[src/rtl/hiscore_pkg.sv]
// Shared types and helpers for the hiscore RAM arbiter.
// Holds the arbiter state encoding, the port-mux select values and the
// counter-width helper used to size the down counters.
package hiscore_pkg;

    typedef enum logic [2:0] {
        IDLE,
        PAUSE,
        GRANT,
        WRITE,
        READ,
        ACKW,
        RELEASE,
        UNPAUSE
    } hs_arb_state_t;

    localparam logic MUX_CPU = 1'b0;
    localparam logic MUX_HS  = 1'b1;

    // Bits needed to hold 0..max_val. Never returns less than one bit.
    function automatic int cnt_width(input int max_val);
        return (max_val < 1) ? 1 : $clog2(max_val + 1);
    endfunction

endpackage

[src/rtl/hs_down_counter.sv]
// Loadable down counter with a zero flag. Used for the settle/read timer and the hold timer.
// Ports: i_clk/i_reset (sync, active high), i_load + i_load_val (load has priority),
//        i_dec (decrement, saturates at zero), o_zero (count is zero).
module hs_down_counter #(
    parameter int W = 1
) (
    input  logic         i_clk,
    input  logic         i_reset,
    input  logic         i_load,
    input  logic [W-1:0] i_load_val,
    input  logic         i_dec,
    output logic         o_zero
);

    logic [W-1:0] r_cnt;

    always_ff @(posedge i_clk) begin
        if (i_reset) begin
            r_cnt <= '0;
        end else if (i_load) begin
            r_cnt <= i_load_val;
        end else if (i_dec && (r_cnt != '0)) begin
            // Saturate at zero so a stray decrement can never wrap.
            r_cnt <= r_cnt - W'(1);
        end
    end

    assign o_zero = (r_cnt == '0);

endmodule

[src/rtl/hiscore_ram_arbiter.sv]
// Shares one game-RAM port between the game CPU and the hiscore engine.
// Pauses the CPU, waits a settle period, switches the RAM mux to the hiscore side, performs
// single-beat reads/writes under a req/ack handshake, then hands the port back before unpausing.
// Ports: i_clk/i_reset (sync, active high); i_cpu_* / o_cpu_din: game CPU side;
//        i_hs_req/i_hs_wr/i_hs_addr/i_hs_wdata, o_hs_ack/o_hs_rdata: hiscore side;
//        o_ram_addr/o_ram_din/o_ram_we, i_ram_dout: game RAM; o_pause halts CPU; o_busy = not idle.
module hiscore_ram_arbiter
    import hiscore_pkg::*;
#(
    parameter int AW            = 10,
    parameter int DW            = 8,
    parameter int SETTLE_CYCLES = 4,
    parameter int HOLD_CYCLES   = 16,
    parameter int READ_LAT      = 1
) (
    input  logic          i_clk,
    input  logic          i_reset,
    input  logic [AW-1:0] i_cpu_addr,
    input  logic [DW-1:0] i_cpu_dout,
    input  logic          i_cpu_we,
    output logic [DW-1:0] o_cpu_din,
    input  logic          i_hs_req,
    input  logic          i_hs_wr,
    input  logic [AW-1:0] i_hs_addr,
    input  logic [DW-1:0] i_hs_wdata,
    output logic          o_hs_ack,
    output logic [DW-1:0] o_hs_rdata,
    output logic [AW-1:0] o_ram_addr,
    output logic [DW-1:0] o_ram_din,
    output logic          o_ram_we,
    input  logic [DW-1:0] i_ram_dout,
    output logic          o_pause,
    output logic          o_busy
);

    // One timer serves both the settle wait and the read wait, so size it for the larger.
    localparam int TMR_MAX  = ((SETTLE_CYCLES > READ_LAT) ? SETTLE_CYCLES : READ_LAT) - 1;
    localparam int TMR_W    = cnt_width(TMR_MAX);
    localparam int HOLD_W   = cnt_width(HOLD_CYCLES - 1);

    hs_arb_state_t r_state;
    hs_arb_state_t w_next_state;

    logic          r_pause;
    logic          r_mux_sel;
    logic          r_hs_we;
    logic          r_hs_ack;
    logic [DW-1:0] r_hs_rdata;

    logic             w_tmr_load;
    logic [TMR_W-1:0] w_tmr_load_val;
    logic             w_tmr_dec;
    logic             w_tmr_zero;
    logic             w_hold_load;
    logic             w_hold_dec;
    logic             w_hold_zero;

    logic w_pause_set;
    logic w_pause_clr;
    logic w_mux_to_hs;
    logic w_mux_to_cpu;
    logic w_we_set;
    logic w_we_clr;
    logic w_ack_set;
    logic w_capture;

    hs_down_counter #(.W(TMR_W)) u_tmr (
        .i_clk      (i_clk),
        .i_reset    (i_reset),
        .i_load     (w_tmr_load),
        .i_load_val (w_tmr_load_val),
        .i_dec      (w_tmr_dec),
        .o_zero     (w_tmr_zero)
    );

    hs_down_counter #(.W(HOLD_W)) u_hold (
        .i_clk      (i_clk),
        .i_reset    (i_reset),
        .i_load     (w_hold_load),
        .i_load_val (HOLD_W'(HOLD_CYCLES - 1)),
        .i_dec      (w_hold_dec),
        .o_zero     (w_hold_zero)
    );

    always_ff @(posedge i_clk) begin
        if (i_reset) begin
            r_state <= IDLE;
        end else begin
            r_state <= w_next_state;
        end
    end

    always_comb begin
        w_next_state   = r_state;
        w_tmr_load     = 1'b0;
        w_tmr_load_val = TMR_W'(SETTLE_CYCLES - 1);
        w_tmr_dec      = 1'b0;
        w_hold_load    = 1'b0;
        w_hold_dec     = 1'b0;
        w_pause_set    = 1'b0;
        w_pause_clr    = 1'b0;
        w_mux_to_hs    = 1'b0;
        w_mux_to_cpu   = 1'b0;
        w_we_set       = 1'b0;
        w_we_clr       = 1'b0;
        w_ack_set      = 1'b0;
        w_capture      = 1'b0;

        case (r_state)
            IDLE: begin
                if (i_hs_req) begin
                    w_next_state = PAUSE;
                    w_pause_set  = 1'b1;
                    w_tmr_load   = 1'b1;
                end
            end
            PAUSE: begin
                if (w_tmr_zero) begin
                    w_next_state = GRANT;
                    w_mux_to_hs  = 1'b1;
                    w_hold_load  = 1'b1;
                end else begin
                    w_tmr_dec = 1'b1;
                end
            end
            GRANT: begin
                if (i_hs_req) begin
                    // Any request restarts the idle-hold window.
                    w_hold_load = 1'b1;
                    if (i_hs_wr) begin
                        w_next_state = WRITE;
                        w_we_set     = 1'b1;
                    end else begin
                        w_next_state   = READ;
                        w_tmr_load     = 1'b1;
                        w_tmr_load_val = TMR_W'(READ_LAT - 1);
                    end
                end else if (w_hold_zero) begin
                    w_next_state = RELEASE;
                end else begin
                    w_hold_dec = 1'b1;
                end
            end
            WRITE: begin
                w_next_state = ACKW;
                w_we_clr     = 1'b1;
                w_ack_set    = 1'b1;
            end
            READ: begin
                // Address has been on the RAM since GRANT; data is valid READ_LAT cycles later.
                if (w_tmr_zero) begin
                    w_next_state = ACKW;
                    w_capture    = 1'b1;
                    w_ack_set    = 1'b1;
                end else begin
                    w_tmr_dec = 1'b1;
                end
            end
            ACKW: begin
                w_next_state = GRANT;
                w_hold_load  = 1'b1;
            end
            RELEASE: begin
                // Mux returns to the CPU while pause is still high.
                w_next_state = UNPAUSE;
                w_mux_to_cpu = 1'b1;
            end
            UNPAUSE: begin
                w_next_state = IDLE;
                w_pause_clr  = 1'b1;
            end
            default: begin
                w_next_state = IDLE;
            end
        endcase
    end

    always_ff @(posedge i_clk) begin
        if (i_reset) begin
            r_pause    <= 1'b0;
            r_mux_sel  <= MUX_CPU;
            r_hs_we    <= 1'b0;
            r_hs_ack   <= 1'b0;
            r_hs_rdata <= '0;
        end else begin
            r_hs_ack <= w_ack_set;
            if (w_pause_set) begin
                r_pause <= 1'b1;
            end else if (w_pause_clr) begin
                r_pause <= 1'b0;
            end
            if (w_mux_to_hs) begin
                r_mux_sel <= MUX_HS;
            end else if (w_mux_to_cpu) begin
                r_mux_sel <= MUX_CPU;
            end
            if (w_we_set) begin
                r_hs_we <= 1'b1;
            end else if (w_we_clr) begin
                r_hs_we <= 1'b0;
            end
            if (w_capture) begin
                r_hs_rdata <= i_ram_dout;
            end
        end
    end

    // RAM port mux. CPU writes are dropped entirely while the hiscore side owns the port.
    always_comb begin
        if (r_mux_sel == MUX_HS) begin
            o_ram_addr = i_hs_addr;
            o_ram_din  = i_hs_wdata;
            o_ram_we   = r_hs_we;
        end else begin
            o_ram_addr = i_cpu_addr;
            o_ram_din  = i_cpu_dout;
            o_ram_we   = i_cpu_we;
        end
    end

    assign o_cpu_din  = i_ram_dout;
    assign o_hs_ack   = r_hs_ack;
    assign o_hs_rdata = r_hs_rdata;
    assign o_pause    = r_pause;
    assign o_busy     = (r_state != IDLE);

endmodule

[config.mk]
export PLATFORM = sky130hd
export DESIGN_NAME = hiscore_ram_arbiter
export DESIGN_NICKNAME = d
export VERILOG_FILES = /design/src/rtl/hiscore_pkg.sv /design/src/rtl/hs_down_counter.sv /design/src/rtl/hiscore_ram_arbiter.sv
export SDC_FILE = /design/constraint.sdc
export NUM_CORES = 1
export LEC_CHECK = 0
export CAP_MARGIN = 25
export CORE_AREA = 2 2 66 68
export CTS_BUF_LIST = sky130_fd_sc_hd__clkbuf_16
export DETAILED_ROUTE_END_ITERATION = 10
export DIE_AREA = 0 0 68 70
export PLACE_DENSITY = 0.74
export SYNTH_ARGS = -nofsm -noshare
export SYNTH_HDL_FRONTEND = slang
export SYNTH_SLANG_ARGS = --single-unit
[constraint.sdc]
create_clock -name i_clk -period 1.65 [get_ports i_clk]
set_clock_uncertainty 0.05 [all_clocks]
set_input_delay 0.4125 -clock i_clk [delete_from_list [all_inputs] [get_ports i_clk]]
set_output_delay 0.4125 -clock i_clk [all_outputs]
set_load 0.05 [all_outputs]
* Word-level counts from Yosys, hierarchy flattened
Index checks and enable logic that the tools add are counted.
** Storage, ports and cells
- Bits in registers :: 21
- Bits in latches :: 0
- RAM bits :: 0
- Memory bits (read-only) :: 0
- Input bits :: 49
- Output and inout port bits :: 38
- Logic and storage cells :: 80
- Memories kept :: 0
** Cells by class
- $add $sub $neg :: 2
- Multipliers :: 0
- Divide/modulo/power cells :: 0
- Magnitude comparators :: 0
- Equality and inequality tests :: 11
- Shift-type cells :: 0
- Muxes and demuxes :: 44
- Bitwise logic cells :: 0
- Reduce and logical (&&, ||, !) cells :: 15
** Operator list (number)
- 2-to-1 mux 1 bit :: 25
- case mux 3 bit (8 select lines) :: 1
- 2-to-1 mux 3 bit :: 6
- equality test 3 bit, second input constant :: 4
- nonzero test 2 bit :: 6
- 2-to-1 mux 10 bit :: 1
- 2-to-1 mux 2 bit :: 5
- 2-to-1 mux 4 bit :: 2
- 2-to-1 mux 8 bit :: 1
- equality test 3 x 2 -> 1 bit, second input constant :: 2
- logical NOT 4 bit :: 1
- != test 2 x 1 -> 1 bit, second input constant :: 2
- case mux 1 bit (2 select lines) :: 2
- AND reduction 4 bit :: 1
- nonzero test 4 bit :: 1
- subtractor 4 x 1 -> 4 bit, second input constant :: 1
- equality test 3 x 1 -> 1 bit, second input constant :: 1
- logical NOT 3 bit :: 1
- != test 3 x 2 -> 1 bit, second input constant :: 1
- case mux 1 bit (3 select lines) :: 1
- nonzero test 3 bit :: 1
- logical AND 1 bit :: 2
- logical NOT 2 bit :: 1
- != test 2 bit, second input constant :: 1
- 2 further kinds :: 2

* Logic depth before layout (Yosys ltp)
- Word-level depth :: 7
- Depth in mapped cells :: 7
- Depth with buffers taken out :: 6

* By module
Synthesis repeated with hierarchy kept, for this count alone.
** Second synthesis, totals
- Cell total of the unflattened synthesis :: 160
- Area, all modules :: 1363.8 um2
** Modules (own cells, without submodules)
- hiscore_ram_arbiter :: instances 1, cells an instance 117, area each 974.7 um2, seq. area each 300.3 um2
- hs_down_counter at u_hold :: instances 1, cells an instance 29, area each 262.8 um2, seq. area each 80.1 um2
- hs_down_counter at u_tmr :: instances 1, cells an instance 14, area each 126.4 um2, seq. area each 40.0 um2

* Worst setup path before layout
Ideal clock, no wire load.
- Path type :: register to output
- Start point :: reg r_mux_sel
- End point :: out o_ram_addr[0]
- Arrival time :: 1165 ps
- Required time :: 1187 ps
- Setup slack :: 23 ps
- Cell stages (with the launch flop) :: 3
- Path buffers :: 1
- Cell sequence :: dfxtp_1 -> clkbuf_1 -> mux2_2
** Between the ends
- Cells in the longest elaborated chain, start to end :: 1
** RTL lines
- start: declaration :: line hiscore_ram_arbiter.sv:45 : logic r_mux_sel;
- start signal: assignment :: line hiscore_ram_arbiter.sv:181 : r_mux_sel <= MUX_CPU;
- start signal: assignment :: line hiscore_ram_arbiter.sv:193 : r_mux_sel <= MUX_HS;
- start signal: assignment :: line hiscore_ram_arbiter.sv:195 : r_mux_sel <= MUX_CPU;
- 2-to-1 mux 10 bit :: line hiscore_ram_arbiter.sv:210 : if (r_mux_sel == MUX_HS) begin
- end: declaration :: line hiscore_ram_arbiter.sv:28 : output logic [AW-1:0] o_ram_addr,
Every way passes these cells.

* Worst setup path after layout
- Start point :: reg r_mux_sel
- End point :: out o_ram_addr[4]
The elaborated chain is that of the path after synthesis.

==> flow_metrics.env <==
export IMPL_wirelength_um=3700
export IMPL_avgRoutedWirePerCell_um=12.7
export IMPL_required_ns=1.19
export IMPL_floorplan_die_area_um2=4760
export IMPL_gr_usage_all_layers=0.156
export IMPL_grt_use_met1=0.201
export IMPL_antenna_cells=0
export IMPL_grt_overflow_total=0
export IMPL_instances_no_fill=291
export IMPL_cts_max_level=1
export IMPL_clk_latency_ns=0.25
export IMPL_synth_edff_count=0
export IMPL_dr_pass1_iters=4
export IMPL_root_buffer="clkbuf_16"
export IMPL_worstSetupPathType="reg -> out"
export IMPL_place_hpwl_um=2790
export IMPL_ys_warnings_count=0
export IMPL_end_kind="output port"
export IMPL_synth_nets=198
export IMPL_min_path_type="reg -> reg"
export IMPL_placed_cells=280
export IMPL_seq_area_frac_synth=0.333
export IMPL_synth_seq_cells=21
export IMPL_core_um2=4140
export IMPL_cts_tree="built"
export IMPL_drt_iter0_markers=28
export IMPL_yosysTopAreaCellShare=0.333
export IMPL_std_cell_rows=24
export IMPL_power_density_nw_per_um2=1470
export IMPL_num_io_pins=87
export IMPL_vias=1352
export IMPL_grt_util_met2=0.265
export IMPL_maxCapViolations=0
export IMPL_fp_dieH_um=70
export IMPL_io_buffers=86
export IMPL_worstHoldPathCells=2
export IMPL_relSlewSlack=0.768
export IMPL_synth_most_common_cell="nand2_1"
export IMPL_initial_utilization=0.305
export IMPL_peakVddDrop_uv=997
export IMPL_clk_pin_slew_ns=0.06
export IMPL_drtAntennaViolNets=0
export IMPL_setup_violations=19
export IMPL_synthTopCellsByArea="dfxtp_1, mux2_2, a21oi_1, nand2_1, buf_4"
export IMPL_ys_async_sr_fraction=0
export IMPL_grt_max_degree=15
export IMPL_grt_pass1_wl_um=5890
export IMPL_fin_crit_ns=1.75
export IMPL_dp_worst_setup_slack_ns=-0.154
export IMPL_slew_viol_final=0
export IMPL_cp_start_kind="register"
export IMPL_synth_area_leader_cell="dfxtp_1"
export IMPL_clockBufferDepth=2
export IMPL_violations="negative setup slack"
export IMPL_hold_worst_slack_ns=0.439
export IMPL_ys_types=34
export IMPL_cts_made_buffers=3
export IMPL_clock_sinks=21
export IMPL_setup_ws_ns=-0.0957
export IMPL_outcome="complete, but fails checks"
export IMPL_yosys_top_cells_count="nand2_1, dfxtp_1, mux2_2, a21oi_1, buf_4"
export IMPL_antenna_found_initial=0
export IMPL_final_nets=291
export IMPL_avgSynthCellArea_um2=8.59
export IMPL_layout_drive_gt1_share=0.418
export IMPL_area_growth_pct=108
export IMPL_p_leak_uw=0.00105
export IMPL_globalplace_congestion=0.766
export IMPL_grt_use_met3=0.0306
export IMPL_tightest_slew_ns=0.347
export IMPL_grt_pass1_vias=1314
export IMPL_syn_cell_area_um2=1260
export IMPL_viasPerCell=4.65
export IMPL_ys_flop_type="dfxtp_1"
export IMPL_syn_inst=147
export IMPL_rsz0062_at_grt="yes"
export IMPL_busiest_layer="met2"
export IMPL_cts_hold_buf=0
export IMPL_path_max_fanout=10
export IMPL_period_share=1.06
export IMPL_ff2ff_path_depth=6
export IMPL_die_x_um=68
export IMPL_fmax_mhz=573
export IMPL_hold_viol=0
export IMPL_crit_arrival_ns=1.28
export IMPL_drc=0
-- sequential cells by signal, summed over array words and instances (netlist names) --
name          count
o_pause           1
o_hs_rdata        8
u_tmr.r_cnt       2
r_hs_we           1
r_state           3
r_mux_sel         1
u_hold.r_cnt      4
o_hs_ack          1
-- layout make-up --
| class | count | area (um^2) |
|---|---|---|
| Tap cell | 52 | 65.1 |
| Fill cell | 336 | 1520 |
| Clock buffer | 3 | 75.1 |
| Inverter | 6 | 22.5 |
| Sequential cell | 21 | 435 |
| Clock inverter | 1 | 5.00 |
| Timing Repair Buffer | 104 | 1250 |
| Multi-Input combinational cell | 104 | 771 |
-- kinds of logic after synthesis --
logic type	after synthesis	share of synthesized area
and+or+nand+nor	47	0.189
AOI/OAI and AO/OA	29	0.139
buffers and inverters	22	0.0902
muxes	22	0.201
DFF	21	0.333
xor gates and xnor gates	4	0.0278
adders and majority gates	2	0.0198
-- timing repair --
| action | 4_1_cts | 5_1_grt |
|---|---|---|
| cloned | 1 | 0 |
| resized for setup | 44 | 6 |
| endpoints found under the setup margin | 21 | 30 |
| setup buffers | 1 | 5 |
| pin swaps | 0 | 2 |
-- per-layer routing --
layer  wire (um)  vias to the layer above
met1        1510                      632
met2        2010                       29
met5           0                        -
met4          34                        0
li1            -                      687
met3         145                        4
-- cells in the final DEF (no fill, tap or decap), drive strengths merged, types with 2 or more instances in the layout --
master,instances
a21oi,19
nor3b,4
mux2,21
clkbuf,3
ha,2
or3,2
buf,56
or2,2
o22ai,2
inv,6
clkdlybuf4s50,44
a31oi,2
xnor2,3
o21bai,2
nand2b,2
nor3,3
dfxtp,21
nor2,5
nand2,23
nor2b,2
dlygate4sd2,4
-- worst max-delay path: stages (launching register included) --
cell and delay, ns:
dfxtp_4 0.39, buf_12 0.14, mux2_2 0.35, buf_6 0.16
-- stage by stage --
| stage | utilization | instance area, um^2 | power, uW | setup TNS [ns] |
|---|---|---|---|---|
| after global placement | 0.560 | 2320 | 2880 | -1.61 |
| final | 0.633 | 2620 | 3860 | -1.54 |
| after global routing | 0.633 | 2620 | 4060 | -2.15 |
| after detailed placement | 0.560 | 2320 | 2910 | -1.94 |
| after floorplan | - | 1260 | 2210 | 0 |
| after CTS | 0.618 | 2560 | 3700 | -1.60 |
-- power breakdown --
part / internal, uW / switching (uW) / leakage [uW]
logic: 1290 / 1270 / 0.000837
clock network: 325 / 183 / 0.0000409
registers: 658 / 124 / 0.000175
total: 2280 / 1580 / 0.00105
-- path summary, 6_finish.rpt --
kind / slack, ns / startpoint / to
worst max-delay path: -0.1 / r_mux_sel / o_ram_addr[4]
worst min-delay path: 0.44 / o_hs_rdata[3] / o_hs_rdata[3]
worst max register to register: 0.04 / u_hold.r_cnt[1] / u_hold.r_cnt[1]
worst min register to register: 0.44 / o_hs_rdata[3] / o_hs_rdata[3]
Power figures use the tool's default switching activity.
